## config.mk

```make
export PLATFORM = sky130hd
export DESIGN_NAME = gp_register_file
export DESIGN_NICKNAME = d
export VERILOG_FILES = /design/src/rtl/gp_register_file.sv
export SDC_FILE = /design/constraint.sdc
export NUM_CORES = 1
export LEC_CHECK = 0
export CAP_MARGIN = 0
export CORE_MARGIN = 8
export CORE_UTILIZATION = 41
export CTS_BUF_LIST = sky130_fd_sc_hd__clkbuf_8
export DETAILED_ROUTE_END_ITERATION = 8
export HOLD_SLACK_MARGIN = 0.06
export PLACE_DENSITY = 0.72
export SLEW_MARGIN = 0
export SYNTH_ARGS = -nofsm -noshare
export SYNTH_HDL_FRONTEND = slang
export SYNTH_SLANG_ARGS = --single-unit
```

## constraint.sdc

```tcl
create_clock -name clk -period 2.5 [get_ports clk]
set_input_delay 0.5 -clock clk [delete_from_list [all_inputs] [get_ports clk]]
set_output_delay 0.5 -clock clk [all_outputs]
set_load 0.05 [all_outputs]
```

## src/rtl/gp_register_file.sv

```systemverilog
// General-purpose register file: two combinational read ports, one synchronous write port,
// optional write-to-read bypass and a per-register busy scoreboard for pending destinations.
module gp_register_file #(
  parameter int DATA_W   = 16,
  parameter int NUM_REGS = 4,
  parameter int ZERO_REG = 0,
  parameter int BYPASS   = 1,
  localparam int AW      = $clog2(NUM_REGS)
) (
  input  logic                         clk,
  input  logic                         reset,
  input  logic                         wr_en,
  input  logic [AW-1:0]                wr_addr,
  input  logic [DATA_W-1:0]            wr_data,
  input  logic [AW-1:0]                rd_a_addr,
  output logic [DATA_W-1:0]            rd_a_data,
  output logic                         rd_a_ready,
  input  logic [AW-1:0]                rd_b_addr,
  output logic [DATA_W-1:0]            rd_b_data,
  output logic                         rd_b_ready,
  input  logic                         rsv_en,
  input  logic [AW-1:0]                rsv_addr,
  output logic                         rsv_grant,
  output logic [NUM_REGS-1:0]          busy_mask,
  output logic [NUM_REGS*DATA_W-1:0]   regs_flat
);

  logic [DATA_W-1:0]   regs [NUM_REGS];
  logic [NUM_REGS-1:0] busy;
  logic [NUM_REGS-1:0] busy_next;

  logic wr_zero, rsv_zero, a_zero, b_zero;
  logic wr_live, a_hit, b_hit;

  // A hard-wired zero register swallows writes and reservations and always reads as a ready 0.
  assign wr_zero  = (ZERO_REG != 0) && (wr_addr == '0);
  assign rsv_zero = (ZERO_REG != 0) && (rsv_addr == '0);
  assign a_zero   = (ZERO_REG != 0) && (rd_a_addr == '0);
  assign b_zero   = (ZERO_REG != 0) && (rd_b_addr == '0);

  assign wr_live  = wr_en && !wr_zero;
  assign a_hit    = (BYPASS != 0) && wr_live && (wr_addr == rd_a_addr);
  assign b_hit    = (BYPASS != 0) && wr_live && (wr_addr == rd_b_addr);

  assign rd_a_data  = a_zero ? '0 : (a_hit ? wr_data : regs[rd_a_addr]);
  assign rd_b_data  = b_zero ? '0 : (b_hit ? wr_data : regs[rd_b_addr]);
  assign rd_a_ready = a_zero || !busy[rd_a_addr] || a_hit;
  assign rd_b_ready = b_zero || !busy[rd_b_addr] || b_hit;

  // A busy register can be re-reserved only when its writeback lands in the same cycle.
  assign rsv_grant = rsv_en &&
                     (rsv_zero || !busy[rsv_addr] || (wr_live && (wr_addr == rsv_addr)));

  // Release first, then reserve, so a same-address write+reserve leaves the register busy.
  always_comb begin
    busy_next = busy;
    if (wr_live)
      busy_next[wr_addr] = 1'b0;
    if (rsv_grant && !rsv_zero)
      busy_next[rsv_addr] = 1'b1;
  end

  always_ff @(posedge clk or negedge reset) begin
    if (!reset) begin
      busy <= '0;
      for (int i = 0; i < NUM_REGS; i++)
        regs[i] <= '0;
    end else begin
      busy <= busy_next;
      if (wr_live)
        regs[wr_addr] <= wr_data;
    end
  end

  assign busy_mask = busy;

  for (genvar i = 0; i < NUM_REGS; i++) begin : g_flat
    assign regs_flat[i*DATA_W +: DATA_W] = regs[i];
  end

endmodule

```

# After elaboration in Yosys (flattened, before gate mapping)
# Index checks and enable logic that the tools add are counted.
# classes
bitwise	6
n_reduce_logical	13
n_lt_le_gt_ge	10
muxes	23
eq_ne	3
# op_table
cell	n
$mux W16	7
$bmux W16 S2	2
$bwmux W64	1
$demux W16 S2	1
$lt A2 B3 Y1 const B	4
$ge A3 B3 Y1 const B	3
$not A2 Y3	3
$mux W4	2
$logic_and A1 B1 Y1	7
$bmux W1 S2	3
$eq A2 B2 Y1	3
$mux W1	5
$and A4 B4 Y4	1
$demux W1 S2	2
$ge A2 B1 Y1 const B	2
$not A4 Y4	1
$or A4 B4 Y4	1
$logic_not A1 Y1	3
$logic_or A1 B1 Y1	3
$lt A3 B1 Y1 const B	1
# totals
wordCells	60
out_inout_bits	103
ff_bits	68

# Longest topological paths before layout
# Gate-level depths: netlist of the first run.
# depth
ltp_word	9
depth_mapped	5

# Least setup slack after synthesis of the first run
# Ideal clock, no wire load.
# synth_path
path_kind	reg-to-output
startpoint	register busy[3], in the netlist busy_mask[3]
endpoint	output rsv_grant
stages_incl_launch_ff	3
n_path_buf	0
path_slack_ns	-0.250
arrival_time_ns	2.250
path_cell_list	dfrtp_1 -> mux4_2 -> a21boi_0
# synth_between
elab_chain_cells	5
# synth_lines
item	line	rtl
start: declaration	29	logic [NUM_REGS-1:0] busy;
start signal: assignment	69	busy <= busy_next;
$bmux W1 S2	52	(rsv_zero || !busy[rsv_addr] || (wr_live && (wr_addr == rsv_addr)));
$mux W1 (implied by the code)	52	
$logic_not A1 Y1	52	
$logic_or A1 B1 Y1	52	
$logic_and A1 B1 Y1	51	assign rsv_grant = rsv_en &&
end: declaration	23	output logic rsv_grant,
# Every way passes these cells. The select of a mux whose other input is x is not followed.

# Worst setup path after layout of the first run
# layout_path
startpoint	input rsv_addr[0]
endpoint	output rsv_grant
# layout_between
elab_chain_cells	5
word_cells_on_any_way	7
classes_between	eq/ne: 1; mux: 2; reduce/logical: 4
# layout_lines
item	line	rtl
start: declaration	22	input logic [AW-1:0] rsv_addr,
$bmux W1 S2	52	
$mux W1 (implied by the code)	52	
$logic_not A1 Y1	52	
$logic_or A1 B1 Y1 *	52	
$logic_and A1 B1 Y1 *	51	
# Every way passes the cells marked *; elsewhere a longest branch is shown, timed or not. The select of a mux whose other input is x is not followed.

==> results of run 1 <==
[flip-flops by register name, summed over array words and instances (netlist names)]
| name | count |
|---|---|
| regs_flat | 64 |
| busy_mask | 4 |
[critical path, cell delays in order]
cell and delay (ps):
clkdlybuf4s50_1 510, mux4_2 500, a21boi_1 250, buf_12 170
[report_power, final]
| part | total, W | leakage [nW] | internal, W | switching [W] |
|---|---|---|---|---|
| sequential | 0.00153 | 0.805 | 0.00131 | 0.000223 |
| clock | 0.00112 | 0.122 | 0.000690 | 0.000433 |
| combinational | 0.00306 | 1.70 | 0.00129 | 0.00177 |
| total | 0.00571 | 2.62 | 0.00329 | 0.00242 |
[per-stage QoR]
stage	cell area [um2]	util [%]	setup slack (ps)
floorplan	4100	-	118
global placement	5810	59.7	-240
detailed placement	5810	59.7	-295
CTS	6120	62.9	2.11
global route	6110	62.8	8.84
finish	6110	62.8	66.5
[cells by family (layout without fill, tap and decap cells)]
| kind of cell | count (synthesis) | in the layout | synth area share (%) |
|---|---|---|---|
| buffers and inverters | 20 | 181 | 4.09 |
| xor gates and xnor gates | 6 | 6 | 1.28 |
| AOI/OAI and AO/OA | 8 | 8 | 1.19 |
| muxes | 132 | 132 | 49.0 |
| and+or+nand+nor | 16 | 16 | 2.93 |
| DFF | 68 | 68 | 41.5 |
[layout make-up]
| cell class | instances | area share, % |
|---|---|---|
| Tap cell | 133 | 2.72 |
| Clock inverter | 6 | 1.82 |
| Clock buffer | 10 | 2.25 |
| Multi-Input combinational cell | 162 | 36.6 |
| Timing Repair Buffer | 162 | 28.5 |
| Inverter | 3 | 0.184 |
| Sequential cell | 68 | 27.9 |
[worst max-delay path by stage]
stage | slack, ps | from | cells past startpoint | endpoint
2_1_floorplan | 120 | busy_mask[3] | 2 | rsv_grant
3_3_place_gp | -240 | rd_a_addr[0] | 5 | rd_a_data[2]
3_5_place_dp | -300 | rd_a_addr[0] | 5 | rd_a_data[15]
4_1_cts | 2 | rd_b_addr[0] | 5 | rd_b_data[0]
5_1_grt | 9 | rsv_addr[0] | 4 | rsv_grant
6_report | 70 | rsv_addr[0] | 4 | rsv_grant
[layer usage]
metal	GRT usage, %	part of all wire, %	wire (um)
met1	21.6	41	4830
met2	31.7	53	6200
met3	3.91	5.2	610
met4	5.10	1.0	123
met5	0	0	0
[cell usage in the layout (no fill, tap or decap)]
| master | n |
|---|---|
| xnor2_1 | 5 |
| o31ai_1 | 1 |
| buf_2 | 2 |
| inv_1 | 3 |
| nor3b_4 | 1 |
| dfrtp_1 | 68 |
| a31oi_1 | 3 |
| buf_4 | 38 |
| clkbuf_8 | 10 |
| clkinv_4 | 1 |
| mux4_1 | 16 |
| clkdlybuf4s50_1 | 88 |
| buf_12 | 21 |
| buf_6 | 6 |
| o21ai_0 | 3 |
| clkbuf_2 | 1 |
| dlygate4sd3_1 | 1 |
| clkinvlp_4 | 1 |
| xnor2_2 | 1 |
| mux4_2 | 19 |
| nand3_2 | 3 |
| clkinv_2 | 1 |
| a21boi_1 | 1 |
| bufinv_16 | 3 |
| nand2_1 | 6 |
| nand3_1 | 2 |
| or3b_2 | 1 |
| nand3b_1 | 1 |
| buf_16 | 1 |
| nand3b_2 | 2 |
| mux2_4 | 18 |
| dlygate4sd2_1 | 4 |
| mux2_2 | 79 |
[what timing repair did]
item,CTS,global route
endpoints found under the setup margin,34,8
pin swaps,1,0
endpoints found under the hold margin,13,0
resized for setup,17,3
cloned,1,0
hold buffers,1,0
==> run_results.csv, run 1 <==
group,metric,value,unit
global_route,antenna_found_initial,0,
cells_and_area,finalNetCount,434,
clock_tree,htreeDepth,3,
critical_path,start_kind,"primary input",
route,drc,0,
synthesis,synth.top_cell.area_share,41.5,%
die,io_pins,131,
route,first_iter_violations,128,
synthesis,syn_area,4100,um2
pwr,p_leak,2.62,nW
route,num_vias,2945,
critical_path,reg2regPathDepth,2,
clock_tree,cts_tree,"yes",
die,die_h,116,um
cells_and_area,stdcell_count,544,
sta,hold_ws,550,ps
synthesis,synth_flop_cell,"dfrtp_1",
placement,gp_congestion,0.835,
synthesis,ys_ff_latch,68,
sta,setup-tns-final,0,ps
hold_path,hold_depth,1,
clock_tree,cts_setup_buffers,0,
synthesis,yosys-top-cells-count,"mux2_2 (79), dfrtp_1 (68), mux4_2 (19)",
critical_path,worstPathMaxFanout,2,
critical_path,r2r_setup_slack,1550,ps
critical_path,r2r-end,"busy_mask[0]",
route,wire_per_inst,21.6,um
global_route,grt_max_degree,29,
die,dieWidth,116,um
synthesis,seq_area_frac_synth,41.5,%
critical_path,worstPathArrival,1930,ps
pwr,ir_drop,0.000532,V
clock_tree,cts_sinks,68,
synthesis,netlist-cell-type-count,23,
synthesis,synth_edf_count,0,
clock_tree,clkTransAtPathRegs,80,ps
placement,dp_cells,526,
placement,io_buffers,130,
flow_run,cap_violations,0,
sta,setup-violations-final,0,
cells_and_area,multi_input_area,2240,um2
sta,fin_crit,2430,ps
synthesis,post-synth-top-count-cell,"mux2_2",
sta,max_freq,0.411,GHz
synthesis,yosysWarnings,0,
die,rows,36,
synthesis,syn_area_per_cell,16.4,um2
route,ant_nets,0,
cells_and_area,fill_cells,797,
sta,fin_worst_skew,0,ps
sta,rsz0062_at_grt,"no",
hold_path,min_path_type,"reg2reg",
die,start_util,42.1,%
route,firstDrtPassIters,4,
pwr,power,0.00571,W
synthesis,synthArstFlopShare,100,%
synthesis,syn_inst,250,
cells_and_area,area_delta_synth_final,49.0,%
die,dieArea,13500,um2
critical_path,regToRegStartpoint,"busy_mask[0]",
clock_tree,clock_path_buffers,2,
sta,hold_viol,0,
clock_tree,cts-root-buf,"clkbuf_8",
hold_path,hold_start,"regs_flat[47]",
global_route,grt_overflow_total,0,
global_route,grt_pass1_wl,18.4,mm
route,via_per_inst,5.41,
die,core_region_area,9730,um2
sta,tightest_slew,544,ps
critical_path,worstSetupPathType,"in2out",
global_route,grt_use_total,18.0,%
cells_and_area,final-seq-area,1700,um2
critical_path,required,2000,ps
clock_tree,clk_latency,330,ps
cells_and_area,diodes,0,
placement,hpwlAfterDp,8.82,mm
pwr,power_density,936,nW/um2
clock_tree,cts_buffers,9,
sta,maxSlewHeadroom,63.6,%
global_route,grt_pass1_vias,3132,
synthesis,synth_area_leader_cell,"dfrtp_1",
critical_path,crit_path_end_kind,"primary output",
route,finalWirelength,11.8,mm
sta,drv_slew,0,
outcome,status,"completed",
hold_path,worst_hold_path.endpoint,"regs_flat[47]",
sta,finalCritPeriodShare,97.3,%
synthesis,syn-num-nets,278,
cells_and_area,drive_gt1_share,50.9,%
synthesis,synth_area_leaders,"dfrtp_1 (42%), mux2_2 (22%), mux4_2 (10%)",
Power figures use the tool's default switching activity.
==> inputs of run 2 (changes only) <==
--- a/config.mk
+++ b/config.mk
@@ -12,7 +12,7 @@
 export DETAILED_ROUTE_END_ITERATION = 8
 export HOLD_SLACK_MARGIN = 0.06
 export PLACE_DENSITY = 0.72
-export SLEW_MARGIN = 0
+export SLEW_MARGIN = 20
 export SYNTH_ARGS = -nofsm -noshare
 export SYNTH_HDL_FRONTEND = slang
 export SYNTH_SLANG_ARGS = --single-unit
==> results of run 2 <==
Same layout as run 1: the final DEF is identical, and so are final timing and power.
